$ cat config.mk
export PLATFORM = sky130hd
export DESIGN_NAME = muldiv_unit_flat
export DESIGN_NICKNAME = d
export VERILOG_FILES = /design/src/rtl/muldiv_pkg.sv /design/src/rtl/muldiv_if.sv /design/src/rtl/muldiv_negate.sv /design/src/rtl/muldiv_unit.sv /design/src/flat_wrapper.sv
export SDC_FILE = /design/constraint.sdc
export NUM_CORES = 1
export LEC_CHECK = 0
export ABC_AREA = 1
export CAP_MARGIN = 20
export CORE_ASPECT_RATIO = 1.75
export CORE_MARGIN = 2
export CORE_UTILIZATION = 45
export CTS_CLUSTER_DIAMETER = 50
export CTS_CLUSTER_SIZE = 28
export DETAILED_ROUTE_END_ITERATION = 10
export PLACE_DENSITY_LB_ADDON = 0.15
export SKIP_LAST_GASP = 1
export SYNTH_ARGS = -nofsm -noshare
export SYNTH_HDL_FRONTEND = slang
export SYNTH_SLANG_ARGS = --single-unit
$ cat constraint.sdc
create_clock -name clk -period 6.2 [get_ports clk]
set_clock_uncertainty 0.2 [all_clocks]
set_input_delay 1.24 -clock clk [delete_from_list [all_inputs] [get_ports clk]]
set_output_delay 1.24 -clock clk [all_outputs]
set_load 0.05 [all_outputs]
$ cat src/rtl/muldiv_pkg.sv
// Shared definitions for the iterative multiply/divide unit: op encodings,
// FSM states and iteration count.
package muldiv_pkg;

    typedef enum logic [1:0] {
        OP_MULTU = 2'b00,
        OP_MULT  = 2'b01,
        OP_DIVU  = 2'b10,
        OP_DIV   = 2'b11
    } op_e;

    typedef enum logic [1:0] {
        ST_IDLE,
        ST_RUN,
        ST_DONE
    } state_e;

    localparam int unsigned ITERATIONS = 32;
    localparam int unsigned CNT_W      = $clog2(ITERATIONS);

    // Divide ops have op[1] set.
    function automatic logic op_is_div(input op_e o);
        return o[1];
    endfunction

    // Signed ops (MULT, DIV) have op[0] set.
    function automatic logic op_is_signed(input op_e o);
        return o[0];
    endfunction

endpackage

$ cat src/rtl/muldiv_if.sv
// Request/result bundle between the register-file side and the muldiv unit.
interface muldiv_if;

    logic        start;
    logic [1:0]  op;
    logic [31:0] busA;
    logic [31:0] busB;
    logic        busy;
    logic        done;
    logic        divzero;
    logic [31:0] hi;
    logic [31:0] lo;

    modport master (
        output start, op, busA, busB,
        input  busy, done, divzero, hi, lo
    );

    modport slave (
        input  start, op, busA, busB,
        output busy, done, divzero, hi, lo
    );

endinterface

$ cat src/rtl/muldiv_negate.sv
// Conditional two's-complement: dout = neg ? -din : din.
module muldiv_negate #(
    parameter int unsigned WIDTH = 32
) (
    input  logic [WIDTH-1:0] din,
    input  logic             neg,
    output logic [WIDTH-1:0] dout
);

    // Invert and add one when negation is requested.
    always_comb begin
        dout = din;
        if (neg) begin
            dout = (~din) + WIDTH'(1);
        end
    end

endmodule

$ cat src/rtl/muldiv_unit.sv
// Iterative 32-bit multiply/divide unit: one shift-add or restoring
// shift-subtract step per cycle over 32 cycles, result into hi/lo.
module muldiv_unit
    import muldiv_pkg::*;
(
    input  logic      clk,
    input  logic      rst_n,
    muldiv_if.slave   bus
);

    state_e            state;
    logic [CNT_W-1:0]  cnt;
    op_e               op_q;
    logic              sign_a;
    logic              sign_b;
    logic              b_zero;
    logic [31:0]       opnd;      // multiplicand or divisor magnitude
    logic [31:0]       acc_hi;    // partial product high / partial remainder
    logic [31:0]       acc_lo;    // multiplier bits / dividend-quotient bits
    logic [31:0]       hi_q;
    logic [31:0]       lo_q;
    logic              busy_q;
    logic              done_q;
    logic              divzero_q;

    // Operand capture
    op_e               op_in;
    logic              neg_a_in;
    logic              neg_b_in;
    logic [31:0]       mag_a;
    logic [31:0]       mag_b;

    // Iteration step
    logic [32:0]       mul_sum;
    logic [32:0]       div_shift;
    logic              div_ge;
    logic [31:0]       step_hi;
    logic [31:0]       step_lo;

    // Result fix-up
    logic              prod_neg;
    logic              quo_neg;
    logic              rem_neg;
    logic [63:0]       prod_fix;
    logic [31:0]       quo_fix;
    logic [31:0]       rem_fix;
    logic [31:0]       res_hi;
    logic [31:0]       res_lo;

    // Decode the incoming request and its operand signs.
    always_comb begin
        op_in    = op_e'(bus.op);
        neg_a_in = op_is_signed(op_in) & bus.busA[31];
        neg_b_in = op_is_signed(op_in) & bus.busB[31];
    end

    muldiv_negate #(.WIDTH(32)) u_neg_a (
        .din  (bus.busA),
        .neg  (neg_a_in),
        .dout (mag_a)
    );

    muldiv_negate #(.WIDTH(32)) u_neg_b (
        .din  (bus.busB),
        .neg  (neg_b_in),
        .dout (mag_b)
    );

    // One shift-add (multiply) or restoring shift-subtract (divide) step.
    always_comb begin
        mul_sum   = {1'b0, acc_hi} + (acc_lo[0] ? {1'b0, opnd} : 33'd0);
        div_shift = {acc_hi, acc_lo[31]};
        div_ge    = (div_shift >= {1'b0, opnd});
        if (op_is_div(op_q)) begin
            // Remainder stays below the divisor, so the 32-bit difference
            // is exact whenever the subtract is taken.
            step_hi = div_ge ? (div_shift[31:0] - opnd) : div_shift[31:0];
            step_lo = {acc_lo[30:0], div_ge};
        end else begin
            step_hi = mul_sum[32:1];
            step_lo = {mul_sum[0], acc_lo[31:1]};
        end
    end

    // Sign fix-up controls for the final step's result.
    always_comb begin
        prod_neg = (op_q == OP_MULT) & (sign_a ^ sign_b);
        quo_neg  = (op_q == OP_DIV)  & (sign_a ^ sign_b);
        rem_neg  = (op_q == OP_DIV)  & sign_a;
    end

    muldiv_negate #(.WIDTH(64)) u_neg_prod (
        .din  ({step_hi, step_lo}),
        .neg  (prod_neg),
        .dout (prod_fix)
    );

    muldiv_negate #(.WIDTH(32)) u_neg_quo (
        .din  (step_lo),
        .neg  (quo_neg),
        .dout (quo_fix)
    );

    muldiv_negate #(.WIDTH(32)) u_neg_rem (
        .din  (step_hi),
        .neg  (rem_neg),
        .dout (rem_fix)
    );

    // Select the value written to hi/lo on the final RUN edge.
    always_comb begin
        if (op_is_div(op_q)) begin
            // With a zero divisor the restoring loop leaves |A| as remainder,
            // and the remainder sign fix-up turns that back into busA.
            res_hi = rem_fix;
            res_lo = b_zero ? '1 : quo_fix;
        end else begin
            res_hi = prod_fix[63:32];
            res_lo = prod_fix[31:0];
        end
    end

    // Control FSM with datapath registers and registered outputs.
    always_ff @(posedge clk or negedge rst_n) begin
        if (!rst_n) begin
            state     <= ST_IDLE;
            cnt       <= '0;
            op_q      <= OP_MULTU;
            sign_a    <= 1'b0;
            sign_b    <= 1'b0;
            b_zero    <= 1'b0;
            opnd      <= '0;
            acc_hi    <= '0;
            acc_lo    <= '0;
            hi_q      <= '0;
            lo_q      <= '0;
            busy_q    <= 1'b0;
            done_q    <= 1'b0;
            divzero_q <= 1'b0;
        end else begin
            case (state)
                ST_IDLE: begin
                    if (bus.start) begin
                        state  <= ST_RUN;
                        op_q   <= op_in;
                        sign_a <= neg_a_in;
                        sign_b <= neg_b_in;
                        b_zero <= op_is_div(op_in) & (bus.busB == '0);
                        opnd   <= op_is_div(op_in) ? mag_b : mag_a;
                        acc_hi <= '0;
                        acc_lo <= op_is_div(op_in) ? mag_a : mag_b;
                        cnt    <= CNT_W'(ITERATIONS - 1);
                        busy_q <= 1'b1;
                    end
                end
                ST_RUN: begin
                    acc_hi <= step_hi;
                    acc_lo <= step_lo;
                    if (cnt == '0) begin
                        state     <= ST_DONE;
                        busy_q    <= 1'b0;
                        done_q    <= 1'b1;
                        divzero_q <= b_zero;
                        hi_q      <= res_hi;
                        lo_q      <= res_lo;
                    end else begin
                        cnt <= cnt - CNT_W'(1);
                    end
                end
                ST_DONE: begin
                    state     <= ST_IDLE;
                    done_q    <= 1'b0;
                    divzero_q <= 1'b0;
                end
                default: begin
                    state     <= ST_IDLE;
                    busy_q    <= 1'b0;
                    done_q    <= 1'b0;
                    divzero_q <= 1'b0;
                end
            endcase
        end
    end

    assign bus.busy    = busy_q;
    assign bus.done    = done_q;
    assign bus.divzero = divzero_q;
    assign bus.hi      = hi_q;
    assign bus.lo      = lo_q;

endmodule

$ cat src/flat_wrapper.sv
// flat-port wrapper written by rule: the top's interface ports become plain ports
module muldiv_unit_flat import muldiv_pkg::*;
  (clk, rst_n, bus_start, bus_op, bus_busA, bus_busB, bus_busy, bus_done, bus_divzero, bus_hi, bus_lo);
  muldiv_if bus_i ();
  input  logic clk;
  input  logic rst_n;
  input wire logic [$bits(bus_i.start)-1:0] bus_start;
  input wire logic [$bits(bus_i.op)-1:0] bus_op;
  input wire logic [$bits(bus_i.busA)-1:0] bus_busA;
  input wire logic [$bits(bus_i.busB)-1:0] bus_busB;
  output wire logic [$bits(bus_i.busy)-1:0] bus_busy;
  output wire logic [$bits(bus_i.done)-1:0] bus_done;
  output wire logic [$bits(bus_i.divzero)-1:0] bus_divzero;
  output wire logic [$bits(bus_i.hi)-1:0] bus_hi;
  output wire logic [$bits(bus_i.lo)-1:0] bus_lo;
  assign bus_i.start = bus_start;
  assign bus_i.op = bus_op;
  assign bus_i.busA = bus_busA;
  assign bus_i.busB = bus_busB;
  assign bus_busy = bus_i.busy;
  assign bus_done = bus_i.done;
  assign bus_divzero = bus_i.divzero;
  assign bus_hi = bus_i.hi;
  assign bus_lo = bus_i.lo;
  muldiv_unit u_core (.clk(clk), .rst_n(rst_n), .bus(bus_i));
endmodule
# After elaboration in Yosys (flattened, before gate mapping)

Index checks and enable logic that the tools add are counted.

Register bits after elaboration: 175
Input bits: 69
Output and inout port bits: 67

$add $sub $neg: 8
$lt $le $gt $ge: 1
Eq/ne operators: 7
Muxes and demuxes: 31
Bitwise logic cells: 14
Reduce and logical (&&, ||, !) cells: 11

Operator list:

| kind                    | number |
|---|---|
| $mux W32                | 15 |
| $add A32 B1 Y32 const B | 4 |
| $not A32 Y32            | 4 |
| $pmux W32 S2            | 2 |
| $add A64 B1 Y64 const B | 1 |
| $mux W64                | 1 |
| $not A64 Y64            | 1 |
| $add A32 B33 Y33        | 1 |
| $ge A33 B32 Y1          | 1 |
| $logic_not A32 Y1       | 1 |
| $sub A32 B32 Y32        | 1 |
| $mux W5                 | 2 |
| $pmux W5 S2             | 1 |
| $reduce_and A2 Y1       | 5 |
| $and A1 B1 Y1           | 6 |
| $reduce_and A3 Y1       | 2 |
| $logic_not A5 Y1        | 1 |
| $sub A5 B1 Y5 const B   | 1 |
| $eq A2 B1 Y1 const B    | 2 |
| $eq A2 B2 Y1 const B    | 2 |
| $mux W1                 | 4 |
| $mux W2                 | 2 |
| $ne A2 B2 Y1 const B    | 2 |
| $pmux W1 S2             | 2 |
| other kinds (7)         | 8 |

# Logic depth before layout (Yosys ltp)

Depth after elaboration: 8
Depth in mapped cells: 31
Mapped depth without buffers: 31

# Cells and area by module

A second synthesis with hierarchy kept.

Cells, all modules: 3674
Area total of the unflattened synthesis: 21038.9 um2

By module, submodules not included:

| module                              | times used | cells an instance | area an instance (um2) | sequential area each (um2) |
|---|---|---|---|---|
| muldiv_unit                         | 1          | 2280              | 14242.4                | 4379.2 |
| muldiv_negate at u_core.u_neg_a ... | 4          | 227               | 1108.6                 | 0.0 |
| muldiv_negate at u_core.u_neg_prod  | 1          | 486               | 2362.3                 | 0.0 |

# Worst setup path after synthesis

OpenSTA, ideal clock, no wires.

Path type: reg-to-reg
Start point: register u_core.acc_hi[23]
End point: register u_core.hi_q[24] (netlist: u_core.bus.hi[24])
Setup time: 118 ps
Arrival: 3385 ps
Path slack: 2497 ps
Cell stages (with the launch flop): 29
Period minus slack after synthesis: 3703 ps
Cells stage by stage: dfrtp_1 -> ha_1 -> nand2_1 -> inv_1 -> a21oi_1 -> nand2_1 -> nand2_1 -> nand2_1 -> nor2_4 -> nand3_2 -> nand2_2 -> ha_1 -> nand2_1 -> nor2_1 -> nand2_1 -> nor2_2 -> nand2_2 -> nor2_2 -> nand3_2 -> nor3_4 -> nand3_2 -> nand2_2 -> nand2_2 -> a21oi_2 -> nand2_1 -> nand2_1 -> nand2_1 -> nand3_1 -> nand2_1

Longest elaborated chain between the ends: 7
Elaborated cells on any way between the ends: 13
Those cells by class: add/sub (4); order compare (1); mux (6); bitwise (2)

Ends and longest elaborated chain:

| what                                               | line                                 | source |
|---|---|---|
| start, declared                                    | muldiv_unit.sv:18                    | `logic [31:0] acc_hi;` |
| start signal, assigned                             | muldiv_unit.sv:157                   | `acc_hi <= step_hi;` |
| $sub A32 B32 Y32 or $ge A33 B32 Y1 (tied branches) | muldiv_unit.sv:77, muldiv_unit.sv:73 |  |
| $mux W32                                           | muldiv_unit.sv:77                    | `step_hi = div_ge ? (div_shift[31:0] - opnd) : div_shift[31:0];` |
| $mux W32                                           | muldiv_unit.sv:74                    | `if (op_is_div(op_q)) begin` |
| $not A64 Y64 or $not A32 Y32 (tied branches)       | muldiv_negate.sv:14                  | `dout = (~din) + WIDTH'(1);` |
| $add A64 B1 Y64 or $add A32 B1 Y32 (tied branches) | muldiv_negate.sv:14                  |  |
| $mux W64 or $mux W32 (tied branches)               | muldiv_negate.sv:13                  | `if (neg) begin` |
| $mux W32 *                                         | muldiv_unit.sv:112                   | `if (op_is_div(op_q)) begin` |
| end signal, assigned                               | muldiv_unit.sv:164                   | `hi_q <= res_hi;` |
| end, declared                                      | muldiv_unit.sv:20                    | `logic [31:0] hi_q;` |

Every way passes the cells marked *; elsewhere a longest branch is shown, timed or not.
A chain may end at the register's enable or synchronous reset.

# Worst setup path in the final report

Start point: register u_core.opnd[31]
End point: register u_core.hi_q[14] (netlist: u_core.bus.hi[14])

Longest elaborated chain between the ends: 7
Elaborated cells on any way between the ends: 11
Those cells by class: add/sub (2); order compare (1); mux (6); bitwise (2)

Ends and longest elaborated chain:

| what                                               | line                | source |
|---|---|---|
| start, declared                                    | muldiv_unit.sv:17   | `logic [31:0] opnd;` |
| start signal, assigned                             | muldiv_unit.sv:149  | `opnd <= op_is_div(op_in) ? mag_b : mag_a;` |
| $ge A33 B32 Y1 *                                   | muldiv_unit.sv:73   | `div_ge = (div_shift >= {1'b0, opnd});` |
| $mux W32                                           | muldiv_unit.sv:77   |  |
| $mux W32                                           | muldiv_unit.sv:74   |  |
| $not A64 Y64 or $not A32 Y32 (tied branches)       | muldiv_negate.sv:14 |  |
| $add A64 B1 Y64 or $add A32 B1 Y32 (tied branches) | muldiv_negate.sv:14 |  |
| $mux W64 or $mux W32 (tied branches)               | muldiv_negate.sv:13 |  |
| $mux W32 *                                         | muldiv_unit.sv:112  |  |

Marked as above.

==> impl_metrics.yaml <==
sta:
  period_minus_slack_ns: 4.88
  finalHoldViolations: 0
  grt_setup_unrepaired: "no"
  tightestPinTransition_ns: 1.10
  setup_viol: 0
  drv_slew: 0
  max_freq_mhz: 205
  slew_headroom: 0.269
  post-route-period-util: 0.787
  setup_tns_ns: 0
yosys:
  ys_seq_area_frac: 0.247
  ys.flop_type: "dfrtp_1"
  syn-cell-area_mm2: 0.0177
  synth_cells: 2892
  synth_edf_count: 0
  synth_nets: 3033
  postSynth.asyncResetShare: 1.00
  yosys_warnings: 0
  ys_types: 60
  avgSynthCellArea_um2: 6.12
  ys_ff_latch: 175
global_routing:
  overflow: 0
  grt_start_max_net_pins: 101
  grt_pass1_wl_um: 124000
  antenna_found_initial: 4
  track_usage: 0.409
  grt_pass1_vias: 20500
setup_path:
  cp-end-kind: "flip-flop"
  crit_top_cell: "nand2_1"
  crit_path_start_kind: "flip-flop"
  cp_max_fo: 35
  timing.rr.start: "u_core.opnd[31]"
  worstSetupPathType: "flip-flop to flip-flop"
  critPathRequiredTime_ns: 6.35
  rr_worst_depth: 20
  reg2reg_setup_slack_ns: 1.32
  crit_chain: "inv_1, ha_1, nand2_1, nor2_1, a21oi_1, nand2_1, nor2_4, buf_4, nand2_4, nand2_1, nand2_1, nor2_1, inv_1, nand2_1, nor2_2, a21oi_1, nor2_1, nand3b_1, nand3_1, nand2_1"
  cp_slowest_stage_delay_ns: 0.53
  worstPathArrival_ns: 5.03
  r2r-end: "u_core.bus.hi[14]"
  cp_slowest_cell: "dfrtp_1"
routing:
  drt_first_pass_iters: 8
  drt_wl_total_um: 83200
  drc: 0
  drtIter0Drc: 1798
  ant_nets: 0
  viasPerCell: 5.88
  via_count: 20500
  wl_per_cell_um: 23.9
die:
  ioPinCount: 136
  start_util: 0.453
  dieWidth_um: 154
  rows: 96
  dieHeight_um: 266
  coreArea_mm2: 0.0390
  die_area_mm2: 0.0410
cells_and_area:
  final_common_cell: "nand2_1"
  synthToLayoutAreaGrowth_pct: 12.9
  nFillCells: 4188
  most-common-layout-cells: "nand2_1, inv_1, nor2_1, nand3_1, dfrtp_1"
  nets: 3115
  layout-drive-gt1-share: 0.0549
clock_tree:
  clock-root-buffer: "clkbuf_16"
  cts.sinks: 175
  cts_buffer_depth: 2
  cts_tree: "yes"
  h-tree-depth: 4
  cts.clk_slew.worst_paths_ns: 0.08
  cts_buffers: 17
  cts_resized: 0
  holdBufCountCts: 0
  worstSkewPairLatency_ns: 0.47
  cts_setup_buffers: 0
job:
  max-cap-violations: 0
run_status:
  status: "complete, no violations"
place:
  io_buffers: 135
  dp_hpwl_um: 66600
  gp_routability_congestion: 1.09
worst_hold_path:
  min_to: "u_core.bus.busy"
  hp-class: "flip-flop to flip-flop"
  whs_path_depth: 1
  hold_start: "u_core.state[0]"
==> metal layers <==
metal  global-route usage  share of wire
met1                0.390           0.32
met2                0.715           0.49
met3               0.0700          0.061
met4                0.436           0.13
met5                    0        0.00019
==> worst max-delay path, delay by kind of cell, from the launching register on <==
| kind | cells | cell delay (ns) |
|---|---|---|
| AO/OA/AOI/OAI | 2 | 0.46 |
| AND/OR/NAND/NOR | 14 | 2.26 |
| flip-flops | 1 | 0.53 |
| adder cells (fa/ha/maj) | 1 | 0.37 |
| buffers and inverters | 3 | 0.89 |
==> per-stage QoR <==
step / instances / hold slack (ns) / cell area [µm²] / setup WS, ns / util
floorplan: 2892 / 0.244 / 17700 / 2.50 / -
global placement: 3445 / 0.265 / 19400 / 1.33 / 0.497
detailed placement: 3445 / 0.268 / 19400 / 1.34 / 0.497
CTS: 3477 / 0.281 / 20000 / 1.46 / 0.512
global route: 3478 / 0.292 / 20000 / 0.840 / 0.512
finish: 3479 / 0.280 / 20000 / 1.32 / 0.512
==> sequential cells by signal (all words and copies together) (netlist names) <==
| signal | cells |
|---|---|
| u_core.opnd | 32 |
| u_core.acc_hi | 32 |
| u_core.bus.busy | 1 |
| u_core.bus.divzero | 1 |
| u_core.bus.hi | 32 |
| u_core.bus.lo | 32 |
| u_core.state | 2 |
| u_core.sign_b | 1 |
| u_core.sign_a | 1 |
| u_core.cnt | 5 |
| u_core.bus.done | 1 |
| u_core.op_q | 2 |
| u_core.acc_lo | 32 |
| u_core.b_zero | 1 |
==> cell families (layout without fill, tap and decap cells) <==
logic type / Yosys count / after routing / synth area share
flops: 175 / 175 / 0.247
simple gates: 1562 / 1562 / 0.375
xor+xnor: 78 / 78 / 0.0386
buf+inv: 522 / 617 / 0.118
other cells: 0 / 2 / 0
compound gates: 483 / 483 / 0.169
fa+ha+maj: 72 / 72 / 0.0517
==> how the worst max path moves through the flow <==
| stage | start | endpoint | slack, ns | cells past startpoint |
|---|---|---|---|---|
| finish | u_core.opnd[31] | u_core.bus.hi[14] | 1.32 | 20 |
| global route | u_core.opnd[8] | u_core.bus.hi[6] | 0.84 | 28 |
| CTS | u_core.opnd[30] | u_core.bus.hi[6] | 1.46 | 26 |
| detailed placement | bus_busB[2] | u_core.opnd[27] | 1.34 | 16 |
| global placement | bus_busB[2] | u_core.opnd[27] | 1.33 | 16 |
| floorplan | u_core.acc_hi[23] | u_core.bus.hi[24] | 2.50 | 28 |
==> synthesized netlist by cell type, types with 3 or more instances <==
master | number | area share
nand2_1 | 880 | 0.19
inv_1 | 411 | 0.087
nor2_1 | 288 | 0.061
nand3_1 | 230 | 0.065
dfrtp_1 | 175 | 0.25
a21oi_1 | 137 | 0.039
o21ai_0 | 132 | 0.037
ha_1 | 70 | 0.049
clkbuf_1 | 67 | 0.014
xor2_1 | 58 | 0.029
o22ai_1 | 48 | 0.017
nand4_1 | 35 | 0.012
nor2_2 | 31 | 0.011
nor3_1 | 27 | 0.0076
a2bb2oi_1 | 24 | 0.012
nand3b_1 | 23 | 0.0098
xnor2_1 | 20 | 0.0099
a21oi_2 | 17 | 0.0084
o211ai_1 | 17 | 0.0072
a211oi_1 | 15 | 0.0064
a22oi_1 | 13 | 0.0055
o221ai_1 | 13 | 0.0064
a221oi_1 | 12 | 0.0059
buf_6 | 12 | 0.0076
nand2_2 | 12 | 0.0042
buf_2 | 11 | 0.0031
inv_2 | 11 | 0.0023
o21ai_1 | 11 | 0.0031
or2_2 | 8 | 0.0028
a221o_1 | 7 | 0.0040
nand3_2 | 7 | 0.0040
o21bai_1 | 7 | 0.0030
a31oi_1 | 6 | 0.0021
nor4_1 | 6 | 0.0021
o2111ai_1 | 5 | 0.0025
a21o_1 | 4 | 0.0017
buf_1 | 4 | 0.00085
clkinv_1 | 4 | 0.00085
o32a_1 | 4 | 0.0023
nor2_4 | 3 | 0.0019
==> layout make-up <==
| cell class | count | area (µm²) | share of cell area |
|---|---|---|---|
| clock buffers | 19 | 433 | 0.0217 |
| diodes | 2 | 5.00 | 0.000250 |
| flip-flops and latches | 175 | 4380 | 0.219 |
| multi-input cells | 2195 | 11300 | 0.563 |
| inverters | 426 | 1600 | 0.0800 |
| well taps | 490 | 613 | 0.0307 |
| repair buffers | 159 | 1550 | 0.0773 |
| clock inverters | 13 | 151 | 0.00757 |
Power is not shown: default switching activity piles up to over one toggle a cycle in this logic, so the estimate is an artifact.
